--- src/rtl/alu_sequencer_if.sv ---
// Request/ALU/response bundle between a requester, the ALU sequencer and its ALU.
// slave  : the sequencer side (accepts requests, drives ALU operands, returns responses)
// master : the requester/ALU side
interface alu_sequencer_if;
  logic        req_valid;
  logic        req_ready;
  logic [6:0]  opcode;
  logic [2:0]  funct3;
  logic        funct7b5;
  logic        funct7b0;
  logic [31:0] rs1_val;
  logic [31:0] rs2_val;
  logic [31:0] imm;
  logic [31:0] alu_a;
  logic [31:0] alu_b;
  logic [3:0]  alucontrol;
  logic [31:0] alu_result;
  logic [3:0]  alu_flags;
  logic        rsp_valid;
  logic        rsp_ready;
  logic [31:0] rsp_result;
  logic [3:0]  rsp_flags;
  logic        rsp_taken;
  logic        rsp_illegal;

  modport slave (
    input  req_valid, opcode, funct3, funct7b5, funct7b0, rs1_val, rs2_val, imm,
    output req_ready,
    output alu_a, alu_b, alucontrol,
    input  alu_result, alu_flags,
    output rsp_valid, rsp_result, rsp_flags, rsp_taken, rsp_illegal,
    input  rsp_ready
  );

  modport master (
    output req_valid, opcode, funct3, funct7b5, funct7b0, rs1_val, rs2_val, imm,
    input  req_ready,
    input  alu_a, alu_b, alucontrol,
    output alu_result, alu_flags,
    input  rsp_valid, rsp_result, rsp_flags, rsp_taken, rsp_illegal,
    output rsp_ready
  );
endinterface

--- src/rtl/alu_sequencer.sv ---
// ALU sequencer: decodes one RISC-V ALU/branch/lui request, presents registered
// operands to an external ALU for one EXEC cycle, captures result and flags and
// holds them as a response until the consumer accepts it.
// Flow: IDLE (ready) -> EXEC (ALU works) -> DONE (response valid) -> IDLE.
module alu_sequencer (
  input logic           clk,
  input logic           reset,
  alu_sequencer_if.slave bus
);

  typedef enum logic [1:0] {
    IDLE = 2'd0,
    EXEC = 2'd1,
    DONE = 2'd2
  } state_t;

  localparam logic [3:0] ALU_ADD   = 4'b0000;
  localparam logic [3:0] ALU_SUB   = 4'b0001;
  localparam logic [3:0] ALU_AND   = 4'b0010;
  localparam logic [3:0] ALU_OR    = 4'b0011;
  localparam logic [3:0] ALU_XOR   = 4'b0100;
  localparam logic [3:0] ALU_PASSB = 4'b0101;
  localparam logic [3:0] ALU_SLL   = 4'b0110;
  localparam logic [3:0] ALU_SRL   = 4'b0111;
  localparam logic [3:0] ALU_SRA   = 4'b1000;
  localparam logic [3:0] ALU_MUL   = 4'b1010;

  localparam logic [6:0] OP_R   = 7'b0110011;
  localparam logic [6:0] OP_I   = 7'b0010011;
  localparam logic [6:0] OP_B   = 7'b1100011;
  localparam logic [6:0] OP_LUI = 7'b0110111;

  state_t      r_state;
  state_t      w_state_next;
  logic        w_accept;

  logic [3:0]  w_dec_ctrl;
  logic [31:0] w_dec_a;
  logic [31:0] w_dec_b;
  logic        w_dec_illegal;
  logic        w_dec_branch;

  logic [31:0] r_alu_a;
  logic [31:0] r_alu_b;
  logic [3:0]  r_alucontrol;
  logic        r_illegal;
  logic        r_is_branch;
  logic [2:0]  r_funct3;

  logic [31:0] r_rsp_result;
  logic [3:0]  r_rsp_flags;
  logic        r_rsp_taken;
  logic        r_rsp_illegal;
  logic        w_cond;

  assign w_accept        = bus.req_valid && (r_state == IDLE);
  assign bus.req_ready   = (r_state == IDLE);
  assign bus.rsp_valid   = (r_state == DONE);
  assign bus.alu_a       = r_alu_a;
  assign bus.alu_b       = r_alu_b;
  assign bus.alucontrol  = r_alucontrol;
  assign bus.rsp_result  = r_rsp_result;
  assign bus.rsp_flags   = r_rsp_flags;
  assign bus.rsp_taken   = r_rsp_taken;
  assign bus.rsp_illegal = r_rsp_illegal;

  // Decode the request fields into ALU operation, operands and illegal/branch class.
  always_comb begin
    w_dec_ctrl    = ALU_ADD;
    w_dec_a       = bus.rs1_val;
    w_dec_b       = bus.rs2_val;
    w_dec_illegal = 1'b0;
    w_dec_branch  = 1'b0;
    case (bus.opcode)
      OP_R: begin
        case (bus.funct3)
          3'b000:  w_dec_ctrl = bus.funct7b0 ? ALU_MUL : (bus.funct7b5 ? ALU_SUB : ALU_ADD);
          3'b111:  w_dec_ctrl = ALU_AND;
          3'b110:  w_dec_ctrl = ALU_OR;
          3'b100:  w_dec_ctrl = ALU_XOR;
          3'b001:  w_dec_ctrl = ALU_SLL;
          3'b101:  w_dec_ctrl = bus.funct7b5 ? ALU_SRA : ALU_SRL;
          default: w_dec_illegal = 1'b1;
        endcase
        // mul shares only funct3=000; any other funct3 with the M bit is unsupported
        w_dec_illegal = w_dec_illegal | (bus.funct7b0 && (bus.funct3 != 3'b000));
      end
      OP_I: begin
        w_dec_b = bus.imm;
        case (bus.funct3)
          3'b000:  w_dec_ctrl = ALU_ADD;
          3'b111:  w_dec_ctrl = ALU_AND;
          3'b110:  w_dec_ctrl = ALU_OR;
          3'b100:  w_dec_ctrl = ALU_XOR;
          3'b001:  w_dec_ctrl = ALU_SLL;
          3'b101:  w_dec_ctrl = bus.funct7b5 ? ALU_SRA : ALU_SRL;
          default: w_dec_illegal = 1'b1;
        endcase
      end
      OP_B: begin
        w_dec_ctrl    = ALU_SUB;
        w_dec_branch  = 1'b1;
        w_dec_illegal = (bus.funct3 == 3'b010) || (bus.funct3 == 3'b011);
      end
      OP_LUI: begin
        w_dec_ctrl = ALU_PASSB;
        w_dec_a    = 32'd0;
        w_dec_b    = bus.imm;
      end
      default: w_dec_illegal = 1'b1;
    endcase
  end

  // Evaluate the branch condition from the ALU flags {v,c,n,z} of the subtraction.
  always_comb begin
    w_cond = 1'b0;
    case (r_funct3)
      3'b000:  w_cond = bus.alu_flags[0];
      3'b001:  w_cond = ~bus.alu_flags[0];
      3'b100:  w_cond = bus.alu_flags[1] ^ bus.alu_flags[3];
      3'b101:  w_cond = ~(bus.alu_flags[1] ^ bus.alu_flags[3]);
      3'b110:  w_cond = ~bus.alu_flags[2];
      3'b111:  w_cond = bus.alu_flags[2];
      default: w_cond = 1'b0;
    endcase
  end

  // State register.
  always_ff @(posedge clk) begin
    if (reset) begin
      r_state <= IDLE;
    end else begin
      r_state <= w_state_next;
    end
  end

  // Next-state logic: EXEC is always a single cycle, DONE waits for the consumer.
  always_comb begin
    w_state_next = r_state;
    case (r_state)
      IDLE:    w_state_next = w_accept ? EXEC : IDLE;
      EXEC:    w_state_next = DONE;
      DONE:    w_state_next = bus.rsp_ready ? IDLE : DONE;
      default: w_state_next = IDLE;
    endcase
  end

  // Register decoded operation on acceptance and capture the ALU outcome at the end of EXEC.
  always_ff @(posedge clk) begin
    if (reset) begin
      r_alu_a       <= 32'd0;
      r_alu_b       <= 32'd0;
      r_alucontrol  <= 4'd0;
      r_illegal     <= 1'b0;
      r_is_branch   <= 1'b0;
      r_funct3      <= 3'd0;
      r_rsp_result  <= 32'd0;
      r_rsp_flags   <= 4'd0;
      r_rsp_taken   <= 1'b0;
      r_rsp_illegal <= 1'b0;
    end else begin
      if (w_accept) begin
        // an illegal request still walks the pipeline but feeds the ALU zeros
        r_alu_a      <= w_dec_illegal ? 32'd0 : w_dec_a;
        r_alu_b      <= w_dec_illegal ? 32'd0 : w_dec_b;
        r_alucontrol <= w_dec_illegal ? ALU_ADD : w_dec_ctrl;
        r_illegal    <= w_dec_illegal;
        r_is_branch  <= w_dec_branch;
        r_funct3     <= bus.funct3;
      end
      if (r_state == EXEC) begin
        r_rsp_result  <= r_illegal ? 32'd0 : bus.alu_result;
        r_rsp_flags   <= r_illegal ? 4'd0 : bus.alu_flags;
        r_rsp_taken   <= r_is_branch && !r_illegal && w_cond;
        r_rsp_illegal <= r_illegal;
      end
    end
  end

endmodule
--- src/flat_wrapper.sv ---
// flat-port wrapper written by rule: the top's interface ports become plain ports
module alu_sequencer_flat 
  (clk, reset, bus_req_valid, bus_opcode, bus_funct3, bus_funct7b5, bus_funct7b0, bus_rs1_val, bus_rs2_val, bus_imm, bus_req_ready, bus_alu_a, bus_alu_b, bus_alucontrol, bus_alu_result, bus_alu_flags, bus_rsp_valid, bus_rsp_result, bus_rsp_flags, bus_rsp_taken, bus_rsp_illegal, bus_rsp_ready);
  alu_sequencer_if bus_i ();
  input logic clk;
  input logic reset;
  input wire logic [$bits(bus_i.req_valid)-1:0] bus_req_valid;
  input wire logic [$bits(bus_i.opcode)-1:0] bus_opcode;
  input wire logic [$bits(bus_i.funct3)-1:0] bus_funct3;
  input wire logic [$bits(bus_i.funct7b5)-1:0] bus_funct7b5;
  input wire logic [$bits(bus_i.funct7b0)-1:0] bus_funct7b0;
  input wire logic [$bits(bus_i.rs1_val)-1:0] bus_rs1_val;
  input wire logic [$bits(bus_i.rs2_val)-1:0] bus_rs2_val;
  input wire logic [$bits(bus_i.imm)-1:0] bus_imm;
  output wire logic [$bits(bus_i.req_ready)-1:0] bus_req_ready;
  output wire logic [$bits(bus_i.alu_a)-1:0] bus_alu_a;
  output wire logic [$bits(bus_i.alu_b)-1:0] bus_alu_b;
  output wire logic [$bits(bus_i.alucontrol)-1:0] bus_alucontrol;
  input wire logic [$bits(bus_i.alu_result)-1:0] bus_alu_result;
  input wire logic [$bits(bus_i.alu_flags)-1:0] bus_alu_flags;
  output wire logic [$bits(bus_i.rsp_valid)-1:0] bus_rsp_valid;
  output wire logic [$bits(bus_i.rsp_result)-1:0] bus_rsp_result;
  output wire logic [$bits(bus_i.rsp_flags)-1:0] bus_rsp_flags;
  output wire logic [$bits(bus_i.rsp_taken)-1:0] bus_rsp_taken;
  output wire logic [$bits(bus_i.rsp_illegal)-1:0] bus_rsp_illegal;
  input wire logic [$bits(bus_i.rsp_ready)-1:0] bus_rsp_ready;
  assign bus_i.req_valid = bus_req_valid;
  assign bus_i.opcode = bus_opcode;
  assign bus_i.funct3 = bus_funct3;
  assign bus_i.funct7b5 = bus_funct7b5;
  assign bus_i.funct7b0 = bus_funct7b0;
  assign bus_i.rs1_val = bus_rs1_val;
  assign bus_i.rs2_val = bus_rs2_val;
  assign bus_i.imm = bus_imm;
  assign bus_req_ready = bus_i.req_ready;
  assign bus_alu_a = bus_i.alu_a;
  assign bus_alu_b = bus_i.alu_b;
  assign bus_alucontrol = bus_i.alucontrol;
  assign bus_i.alu_result = bus_alu_result;
  assign bus_i.alu_flags = bus_alu_flags;
  assign bus_rsp_valid = bus_i.rsp_valid;
  assign bus_rsp_result = bus_i.rsp_result;
  assign bus_rsp_flags = bus_i.rsp_flags;
  assign bus_rsp_taken = bus_i.rsp_taken;
  assign bus_rsp_illegal = bus_i.rsp_illegal;
  assign bus_i.rsp_ready = bus_rsp_ready;
  alu_sequencer u_core (.clk(clk), .reset(reset), .bus(bus_i));
endmodule
--- config.mk ---
export PLATFORM = sky130hd
export DESIGN_NAME = alu_sequencer_flat
export DESIGN_NICKNAME = d
export VERILOG_FILES = /design/src/rtl/alu_sequencer_if.sv /design/src/rtl/alu_sequencer.sv /design/src/flat_wrapper.sv
export SDC_FILE = /design/constraint.sdc
export NUM_CORES = 1
export LEC_CHECK = 0
export ABC_AREA = 1
export CAP_MARGIN = 40
export CORE_MARGIN = 8
export CORE_UTILIZATION = 43
export DETAILED_ROUTE_END_ITERATION = 12
export PLACE_DENSITY_LB_ADDON = 0.2
export SLEW_MARGIN = 20
export SYNTH_ARGS = -nofsm -noshare
export SYNTH_HDL_FRONTEND = slang
export SYNTH_SLANG_ARGS = --single-unit
--- constraint.sdc ---
create_clock -name clk -period 4.3 [get_ports clk]
set_input_delay 0.645 -clock clk [delete_from_list [all_inputs] [get_ports clk]]
set_output_delay 0.645 -clock clk [all_outputs]
set_load 0.02 [all_outputs]
==> impl_metrics.xml, run 1 <==
<?xml version="1.0" encoding="UTF-8"?>
<metrics>
  <group name="synthesis">
    <metric name="yosys.area_share.adder" unit="">0</metric>
    <metric name="synthMuxAreaShare" unit="">0</metric>
    <metric name="post_synth_instance_area" unit="mm²">0.00486</metric>
    <metric name="dominant_combinational_cell_family_by_area_after_synthesis" unit="">simple AND/OR/NAND/NOR gates</metric>
    <metric name="synth_xor_area_frac" unit="">0.00361</metric>
    <metric name="netlist.area_leader.share" unit="">0.466</metric>
    <metric name="post_synth_most_frequent_cells" unit="">sky130_fd_sc_hd__nand2_1 (268), sky130_fd_sc_hd__dfxtp_1 (113), sky130_fd_sc_hd__nor2_1 (88), sky130_fd_sc_hd__a21oi_1 (76), sky130_fd_sc_hd__inv_1 (54)</metric>
    <metric name="synth.most_common_cell" unit="">sky130_fd_sc_hd__nand2_1</metric>
    <metric name="asyncSetResetFlopFracSynth" unit="">0</metric>
    <metric name="seq_area_frac_synth" unit="">0.466</metric>
    <metric name="ys_top_cells_by_area" unit="">sky130_fd_sc_hd__dfxtp_1 (47%), sky130_fd_sc_hd__nand2_1 (21%), sky130_fd_sc_hd__a21oi_1 (7.8%), sky130_fd_sc_hd__nor2_1 (6.8%), sky130_fd_sc_hd__a22oi_1 (5.3%)</metric>
    <metric name="synth_seq_cells" unit="">113</metric>
    <metric name="syn_area_per_cell" unit="µm²">6.79</metric>
    <metric name="synth_compound_area_frac" unit="">0.146</metric>
    <metric name="synth_edf_count" unit="">0</metric>
    <metric name="synth_top_area_cell" unit="">sky130_fd_sc_hd__dfxtp_1</metric>
    <metric name="simple_gate_share_of_the_synthesized_area" unit="">0.301</metric>
    <metric name="synth.yosys.warnings" unit="">0</metric>
    <metric name="synth_ff_type" unit="">sky130_fd_sc_hd__dfxtp_1</metric>
    <metric name="postSynthNetCount" unit="">864</metric>
    <metric name="post_synth_inst_count" unit="">716</metric>
    <metric name="ys_types" unit="">23</metric>
  </group>
  <group name="floorplanning">
    <metric name="boundary_pin_count" unit="">256</metric>
    <metric name="die_area" unit="mm²">0.0150</metric>
    <metric name="floorplan.initialDensity" unit="">0.433</metric>
    <metric name="die_height" unit="µm">122</metric>
    <metric name="area_inside_the_core_boundary" unit="mm²">0.0112</metric>
    <metric name="dieWidth" unit="µm">122</metric>
    <metric name="num_rows" unit="">39</metric>
  </group>
  <group name="sta">
    <metric name="slew_viol_final" unit="">0</metric>
    <metric name="final.min_clock_period" unit="ns">2.56</metric>
    <metric name="slew-limit-headroom" unit="">0.475</metric>
    <metric name="setup_viol" unit="">0</metric>
    <metric name="total_count_of_hold_check_failures_in_the_final_report" unit="">0</metric>
    <metric name="setup_total_negative_slack" unit="ns">0</metric>
    <metric name="max_freq" unit="MHz">391</metric>
    <metric name="pin_slew_with_the_least_headroom_to_its_limit" unit="ns">0.787</metric>
    <metric name="rsz0062_at_grt" unit="">no</metric>
    <metric name="period_share" unit="">0.595</metric>
    <metric name="final_critical_path_setup_slack" unit="ns">1.74</metric>
    <metric name="setup_clock_skew_after_layout" unit="ns">0.00549</metric>
  </group>
  <group name="worst_hold_path">
    <metric name="worst_hold_path_class" unit="">reg2reg</metric>
    <metric name="hold-path-cell-count" unit="">2</metric>
  </group>
  <group name="cts">
    <metric name="total_clock_buffers_created_by_cts" unit="">17</metric>
    <metric name="cts_root_buf" unit="">sky130_fd_sc_hd__clkbuf_16</metric>
    <metric name="clk_latency" unit="ns">0.40</metric>
    <metric name="cts_setup_buffers" unit="">0</metric>
    <metric name="cts-htree-levels" unit="">4</metric>
    <metric name="ctsHoldBuffers" unit="">0</metric>
    <metric name="number_of_resized_instances_in_the_post_cts_repair_step" unit="">0</metric>
    <metric name="clk_path_buf_depth" unit="">2</metric>
    <metric name="clock_tree_from_tritoncts" unit="">built</metric>
    <metric name="cts.clk_slew.worst_paths" unit="ns">0.05</metric>
    <metric name="clock-sinks" unit="">113</metric>
  </group>
  <group name="routing">
    <metric name="route.final.wire_length" unit="mm">16.1</metric>
    <metric name="postRouteAntennaNets" unit="">0</metric>
    <metric name="detail_route.drc_violations" unit="">0</metric>
    <metric name="num_vias" unit="">5296</metric>
    <metric name="drtIter0Drc" unit="">275</metric>
    <metric name="post_dr_wirelength_cell" unit="µm">14.5</metric>
    <metric name="detailed_router_iteration_count_before_antenna_repair" unit="">7</metric>
    <metric name="viasPerCell" unit="">4.78</metric>
  </group>
  <group name="global_route">
    <metric name="grt_first_pass_wirelength" unit="mm">24.9</metric>
    <metric name="first_global_vias" unit="">5070</metric>
    <metric name="grt.overflow.total" unit="">0</metric>
    <metric name="grt_antenna_before_repair" unit="">0</metric>
    <metric name="grt_util_all_layers" unit="">0.209</metric>
    <metric name="grt_start_max_net_pins" unit="">78</metric>
  </group>
  <group name="critical_path">
    <metric name="critical_path_arrival" unit="ns">2.89</metric>
    <metric name="path_class" unit="">in2reg</metric>
    <metric name="worst_r2r_path_depth" unit="">8</metric>
    <metric name="timing.critical_path.required" unit="ns">4.63</metric>
    <metric name="crit_path_start_kind" unit="">input pin</metric>
    <metric name="biggest_fanout_along_the_worst_timing_path" unit="">46</metric>
    <metric name="reg2reg_setup_slack" unit="ns">2.44</metric>
    <metric name="setup.worst_path.end_class" unit="">flop</metric>
  </group>
  <group name="final_layout">
    <metric name="num-nets-final" unit="">1101</metric>
    <metric name="layout-area-overhead-vs-synth" unit="%">65.8</metric>
    <metric name="final_instance_count_excl_fillers" unit="">1108</metric>
    <metric name="post_route_cells_drive_above_1_share" unit="">0.0477</metric>
    <metric name="antenna_fix_cells" unit="">0</metric>
    <metric name="post-route-util" unit="">0.718</metric>
  </group>
  <group name="placement">
    <metric name="dpl.hpwl" unit="mm">11.7</metric>
    <metric name="final_estimated_routing_congestion_in_global_placement" unit="">0.791</metric>
    <metric name="place_inst" unit="">1077</metric>
    <metric name="io_buffers" unit="">255</metric>
    <metric name="detailedPlace.worstSlack" unit="ns">1.30</metric>
  </group>
  <group name="pwr">
    <metric name="power_switching_share" unit="">0.233</metric>
    <metric name="p_switching" unit="W">0.000650</metric>
    <metric name="internal_power" unit="W">0.00214</metric>
    <metric name="power_frac_seq" unit="">0.389</metric>
    <metric name="worst_voltage_drop_across_the_vdd_grid" unit="mV">0.223</metric>
    <metric name="power_frac_clock" unit="">0.484</metric>
    <metric name="power_share_of_the_combinational_group" unit="">0.127</metric>
    <metric name="power.leakage" unit="nW">3.20</metric>
    <metric name="power_density" unit="mW/mm²">346</metric>
  </group>
  <group name="status">
    <metric name="run_status" unit="">finished clean</metric>
  </group>
  <group name="flow_run">
    <metric name="maxCapViolCount" unit="">0</metric>
  </group>
</metrics>
logic make-up after synthesis:
kind of cell	Yosys count
AOI/OAI and AO/OA	124
DFF	113
buffers and inverters	100
and+or+nand+nor	377
xor gates and xnor gates	2
flip-flops by register name, indices dropped and copies added (netlist names):
name,count
u_core.bus.alu_b,32
u_core.bus.rsp_result,32
u_core.r_funct3,3
u_core.r_state,2
u_core.bus.rsp_taken,1
u_core.bus.rsp_illegal,1
u_core.bus.alucontrol,4
u_core.r_is_branch,1
u_core.bus.rsp_flags,4
u_core.bus.alu_a,32
u_core.r_illegal,1
cells in the final DEF (no fill, tap or decap), types with 2 or more instances in the layout:
| cell | instances |
|---|---|
| sky130_fd_sc_hd__nand2_1 | 267 |
| sky130_fd_sc_hd__clkdlybuf4s50_1 | 254 |
| sky130_fd_sc_hd__dfxtp_1 | 113 |
| sky130_fd_sc_hd__nor2_1 | 87 |
| sky130_fd_sc_hd__a21oi_1 | 76 |
| sky130_fd_sc_hd__inv_1 | 54 |
| sky130_fd_sc_hd__a22oi_1 | 34 |
| sky130_fd_sc_hd__clkbuf_16 | 17 |
| sky130_fd_sc_hd__nand3_1 | 11 |
| sky130_fd_sc_hd__o21ai_0 | 11 |
| sky130_fd_sc_hd__clkinv_2 | 6 |
| sky130_fd_sc_hd__buf_4 | 6 |
| sky130_fd_sc_hd__nor3_1 | 4 |
| sky130_fd_sc_hd__inv_2 | 2 |
| sky130_fd_sc_hd__nor2_4 | 2 |
| sky130_fd_sc_hd__nor2_2 | 2 |
| sky130_fd_sc_hd__clkbuf_8 | 2 |
| sky130_fd_sc_hd__clkinvlp_4 | 2 |
| sky130_fd_sc_hd__bufinv_16 | 2 |
worst paths after layout:
kind	start	to
max	bus_opcode[4]	u_core.bus.alu_a[16]
max reg2reg	u_core.r_state[1]	u_core.bus.alu_a[16]
min	u_core.bus.rsp_result[31]	u_core.bus.rsp_result[31]
min reg2reg	u_core.bus.rsp_result[31]	u_core.bus.rsp_result[31]
worst max-delay path, stage by stage:
cell	delay [ns]
sky130_fd_sc_hd__clkdlybuf4s50_1	0.55
sky130_fd_sc_hd__nand3_2	0.15
sky130_fd_sc_hd__nor2_4	0.32
sky130_fd_sc_hd__nor2_1	0.10
sky130_fd_sc_hd__nand2_1	0.07
sky130_fd_sc_hd__nand2_1	0.07
sky130_fd_sc_hd__nor2_4	0.45
sky130_fd_sc_hd__buf_12	0.30
sky130_fd_sc_hd__nand2_1	0.08
sky130_fd_sc_hd__a21oi_1	0.14
power by group through the flow:
stage                     registers [W]  logic (W)  clock network [W]
after floorplan                 0.00113   0.000127                  0
after global placement          0.00111   0.000350                  0
after detailed placement        0.00111   0.000354                  0
after CTS                       0.00108   0.000357            0.00137
after global routing            0.00109   0.000385            0.00142
final                           0.00108   0.000354            0.00135
cell type report:
type                            instances  area, µm²
Clock buffer                           20        457
Clock inverter                         11        114
Fill cell                             935       3170
Inverter                               56        210
Multi-Input combinational cell        503       2200
Sequential cell                       113       2260
Tap cell                              143        179
Timing Repair Buffer                  262       2640
metrics by stage:
stage / instance area [µm²] / total power, W / hold slack, ns
2_1_floorplan: 4860 / 0.00125 / 0.437
3_3_place_gp: 7460 / 0.00145 / 0.451
3_5_place_dp: 7480 / 0.00146 / 0.454
4_1_cts: 8050 / 0.00281 / 0.463
5_1_grt: 8050 / 0.00289 / 0.477
6_report: 8050 / 0.00279 / 0.461
metal layers:
metal	part of all wire	up-vias	GRT usage
li1	-	2724	-
met1	0.39	2352	0.227
met2	0.49	197	0.355
met3	0.097	23	0.0906
met4	0.017	0	0.0800
met5	0	-	0
Note: power is estimated with default switching activity, not from simulation.
==> run 2, diff against run 1 <==
CORE_UTILIZATION = 36   (was 43)
clock period = 2.1 ns   (was 4.3 ns; I/O delays follow)
==> impl_metrics.xml, run 2 (synthesized netlist as in run 1, its figures left out) <==
<?xml version="1.0" encoding="UTF-8"?>
<metrics>
  <group name="pwr">
    <metric name="power_switching_share" unit="">0.227</metric>
    <metric name="internal_power" unit="W">0.00456</metric>
    <metric name="power.leakage" unit="nW">3.30</metric>
    <metric name="power_frac_seq" unit="">0.376</metric>
    <metric name="power_density" unit="mW/mm²">713</metric>
    <metric name="power_frac_clock" unit="">0.498</metric>
    <metric name="p_switching" unit="W">0.00134</metric>
    <metric name="power_share_of_the_combinational_group" unit="">0.126</metric>
    <metric name="worst_voltage_drop_across_the_vdd_grid" unit="mV">0.504</metric>
  </group>
  <group name="sta">
    <metric name="finalHoldWorstSlack" unit="ns">0.392</metric>
    <metric name="max_freq" unit="MHz">529</metric>
    <metric name="pin_slew_with_the_least_headroom_to_its_limit" unit="ns">0.569</metric>
    <metric name="setup_clock_skew_after_layout" unit="ns">0.00500</metric>
    <metric name="total_count_of_hold_check_failures_in_the_final_report" unit="">0</metric>
    <metric name="setup_total_negative_slack" unit="ns">0</metric>
    <metric name="final.min_clock_period" unit="ns">1.89</metric>
    <metric name="slew-limit-headroom" unit="">0.621</metric>
    <metric name="rsz0062_at_grt" unit="">no</metric>
    <metric name="slew_viol_final" unit="">0</metric>
    <metric name="period_share" unit="">0.899</metric>
    <metric name="setup_viol" unit="">0</metric>
  </group>
  <group name="final_layout">
    <metric name="post-route-util" unit="">0.628</metric>
    <metric name="layout-area-overhead-vs-synth" unit="%">70.4</metric>
    <metric name="most-common-layout-cells" unit="">sky130_fd_sc_hd__nand2_1 (267), sky130_fd_sc_hd__clkdlybuf4s50_1 (254), sky130_fd_sc_hd__dfxtp_1 (113), sky130_fd_sc_hd__nor2_1 (87), sky130_fd_sc_hd__a21oi_1 (76)</metric>
    <metric name="antenna_fix_cells" unit="">0</metric>
    <metric name="final_common_cell" unit="">sky130_fd_sc_hd__nand2_1</metric>
    <metric name="num-nets-final" unit="">1115</metric>
    <metric name="post_route_cells_drive_above_1_share" unit="">0.0612</metric>
    <metric name="fillCellCount" unit="">1229</metric>
  </group>
  <group name="critical_path">
    <metric name="timing.critical_path.max_delay_family" unit="">buffers and inverters</metric>
    <metric name="critical_path.cell_chain" unit="">nor2_1, clkdlybuf4s50_1</metric>
    <metric name="timing.critical_path.required" unit="ns">1.78</metric>
    <metric name="critPathSlowestCell" unit="">sky130_fd_sc_hd__clkdlybuf4s50_1</metric>
    <metric name="crit_path_start_kind" unit="">flop</metric>
    <metric name="worst-path-buf-inv" unit="">1</metric>
    <metric name="setup.worst_path.end_class" unit="">output pin</metric>
    <metric name="worstReg2RegStart" unit="">u_core.r_state[1]</metric>
    <metric name="crit_path_start" unit="">u_core.r_state[1]</metric>
    <metric name="critical_path_arrival" unit="ns">1.57</metric>
    <metric name="reg2reg_setup_slack" unit="ns">0.53</metric>
    <metric name="worst_path_largest_cell_delay" unit="ns">0.65</metric>
    <metric name="path_class" unit="">reg2out</metric>
    <metric name="biggest_fanout_along_the_worst_timing_path" unit="">3</metric>
  </group>
  <group name="global_route">
    <metric name="first_global_vias" unit="">5165</metric>
    <metric name="grt_first_pass_wirelength" unit="mm">27.0</metric>
    <metric name="grt_antenna_before_repair" unit="">0</metric>
    <metric name="grt.overflow.total" unit="">0</metric>
    <metric name="grt_start_max_net_pins" unit="">78</metric>
    <metric name="grt_util_all_layers" unit="">0.190</metric>
  </group>
  <group name="cts">
    <metric name="cts.clk_slew.worst_paths" unit="ns">0.05</metric>
    <metric name="clock_tree_from_tritoncts" unit="">built</metric>
    <metric name="ctsHoldBuffers" unit="">0</metric>
    <metric name="clk_latency" unit="ns">0.40</metric>
    <metric name="clk_path_buf_depth" unit="">2</metric>
    <metric name="number_of_resized_instances_in_the_post_cts_repair_step" unit="">0</metric>
    <metric name="cts_setup_buffers" unit="">0</metric>
    <metric name="total_clock_buffers_created_by_cts" unit="">17</metric>
    <metric name="cts_root_buf" unit="">sky130_fd_sc_hd__clkbuf_16</metric>
    <metric name="clock-sinks" unit="">113</metric>
    <metric name="cts-htree-levels" unit="">4</metric>
  </group>
  <group name="routing">
    <metric name="postRouteAntennaNets" unit="">0</metric>
    <metric name="viasPerCell" unit="">4.55</metric>
    <metric name="detail_route.drc_violations" unit="">0</metric>
    <metric name="post_dr_wirelength_cell" unit="µm">14.4</metric>
    <metric name="detailed_router_iteration_count_before_antenna_repair" unit="">5</metric>
    <metric name="drtIter0Drc" unit="">229</metric>
    <metric name="route.final.wire_length" unit="mm">16.6</metric>
    <metric name="num_vias" unit="">5263</metric>
  </group>
  <group name="placement">
    <metric name="dpl.hpwl" unit="mm">12.0</metric>
    <metric name="io_buffers" unit="">255</metric>
    <metric name="final_estimated_routing_congestion_in_global_placement" unit="">0.806</metric>
  </group>
  <group name="floorplanning">
    <metric name="die_height" unit="µm">132</metric>
    <metric name="dieWidth" unit="µm">132</metric>
    <metric name="area_inside_the_core_boundary" unit="mm²">0.0132</metric>
    <metric name="floorplan.initialDensity" unit="">0.368</metric>
    <metric name="num_rows" unit="">42</metric>
    <metric name="boundary_pin_count" unit="">256</metric>
    <metric name="die_area" unit="mm²">0.0175</metric>
  </group>
  <group name="worst_hold_path">
    <metric name="worst_hold_path_class" unit="">in2reg</metric>
    <metric name="hold_path.startpoint" unit="">reset</metric>
  </group>
  <group name="status">
    <metric name="run_status" unit="">finished clean</metric>
  </group>
  <group name="flow_run">
    <metric name="maxCapViolCount" unit="">0</metric>
  </group>
</metrics>
run 2: cell count changes in the layout (fill, tap and decap cells not counted), sizes merged:
| cell | change |
|---|---|
| clkbuf | +2 |
| buf | +14 |
| bufinv | +1 |
| clkinvlp | -2 |
run 2: worst paths after layout:
check	to	cells past startpoint
hold reg to reg	u_core.bus.alu_b[27]	2
setup reg to reg	u_core.bus.alu_b[28]	8
hold / removal	u_core.bus.rsp_result[7]	2
setup / recovery	bus_req_ready	2
run 2: final cells by class:
class,count,area [µm²],area share
clock buffer,22,474,0.0573
clock inverter,10,133,0.0160
inverter,56,210,0.0254
multi-input combinational,503,2200,0.265
sequential,113,2260,0.273
tap,176,220,0.0266
timing repair buffer,276,2780,0.336
run 2: metrics by stage:
stage	power, W	worst slack [ns]	std cells	cell area [µm²]
floorplan	0.00257	0.452	716	4860
global placement	0.00301	0.0689	1124	7670
detailed placement	0.00302	0.0173	1124	7670
CTS	0.00598	0.192	1156	8280
global route	0.00617	0.154	1156	8280
finish	0.00590	0.211	1156	8280
run 2: routing by layer:
metal,GRT usage,vias to the layer above,share of wire
met2,0.298,187,0.45
met5,0,-,0
met3,0.0995,14,0.11
met4,0.0732,0,0.015
met1,0.214,2314,0.43
li1,-,2748,-
run 2: power groups by stage:
stage	registers, W	clock network [W]	logic (W)
finish	0.00222	0.00294	0.000745
CTS	0.00222	0.00301	0.000754
detailed placement	0.00227	0	0.000750
floorplan	0.00231	0	0.000260
global placement	0.00226	0	0.000747
global route	0.00223	0.00312	0.000818
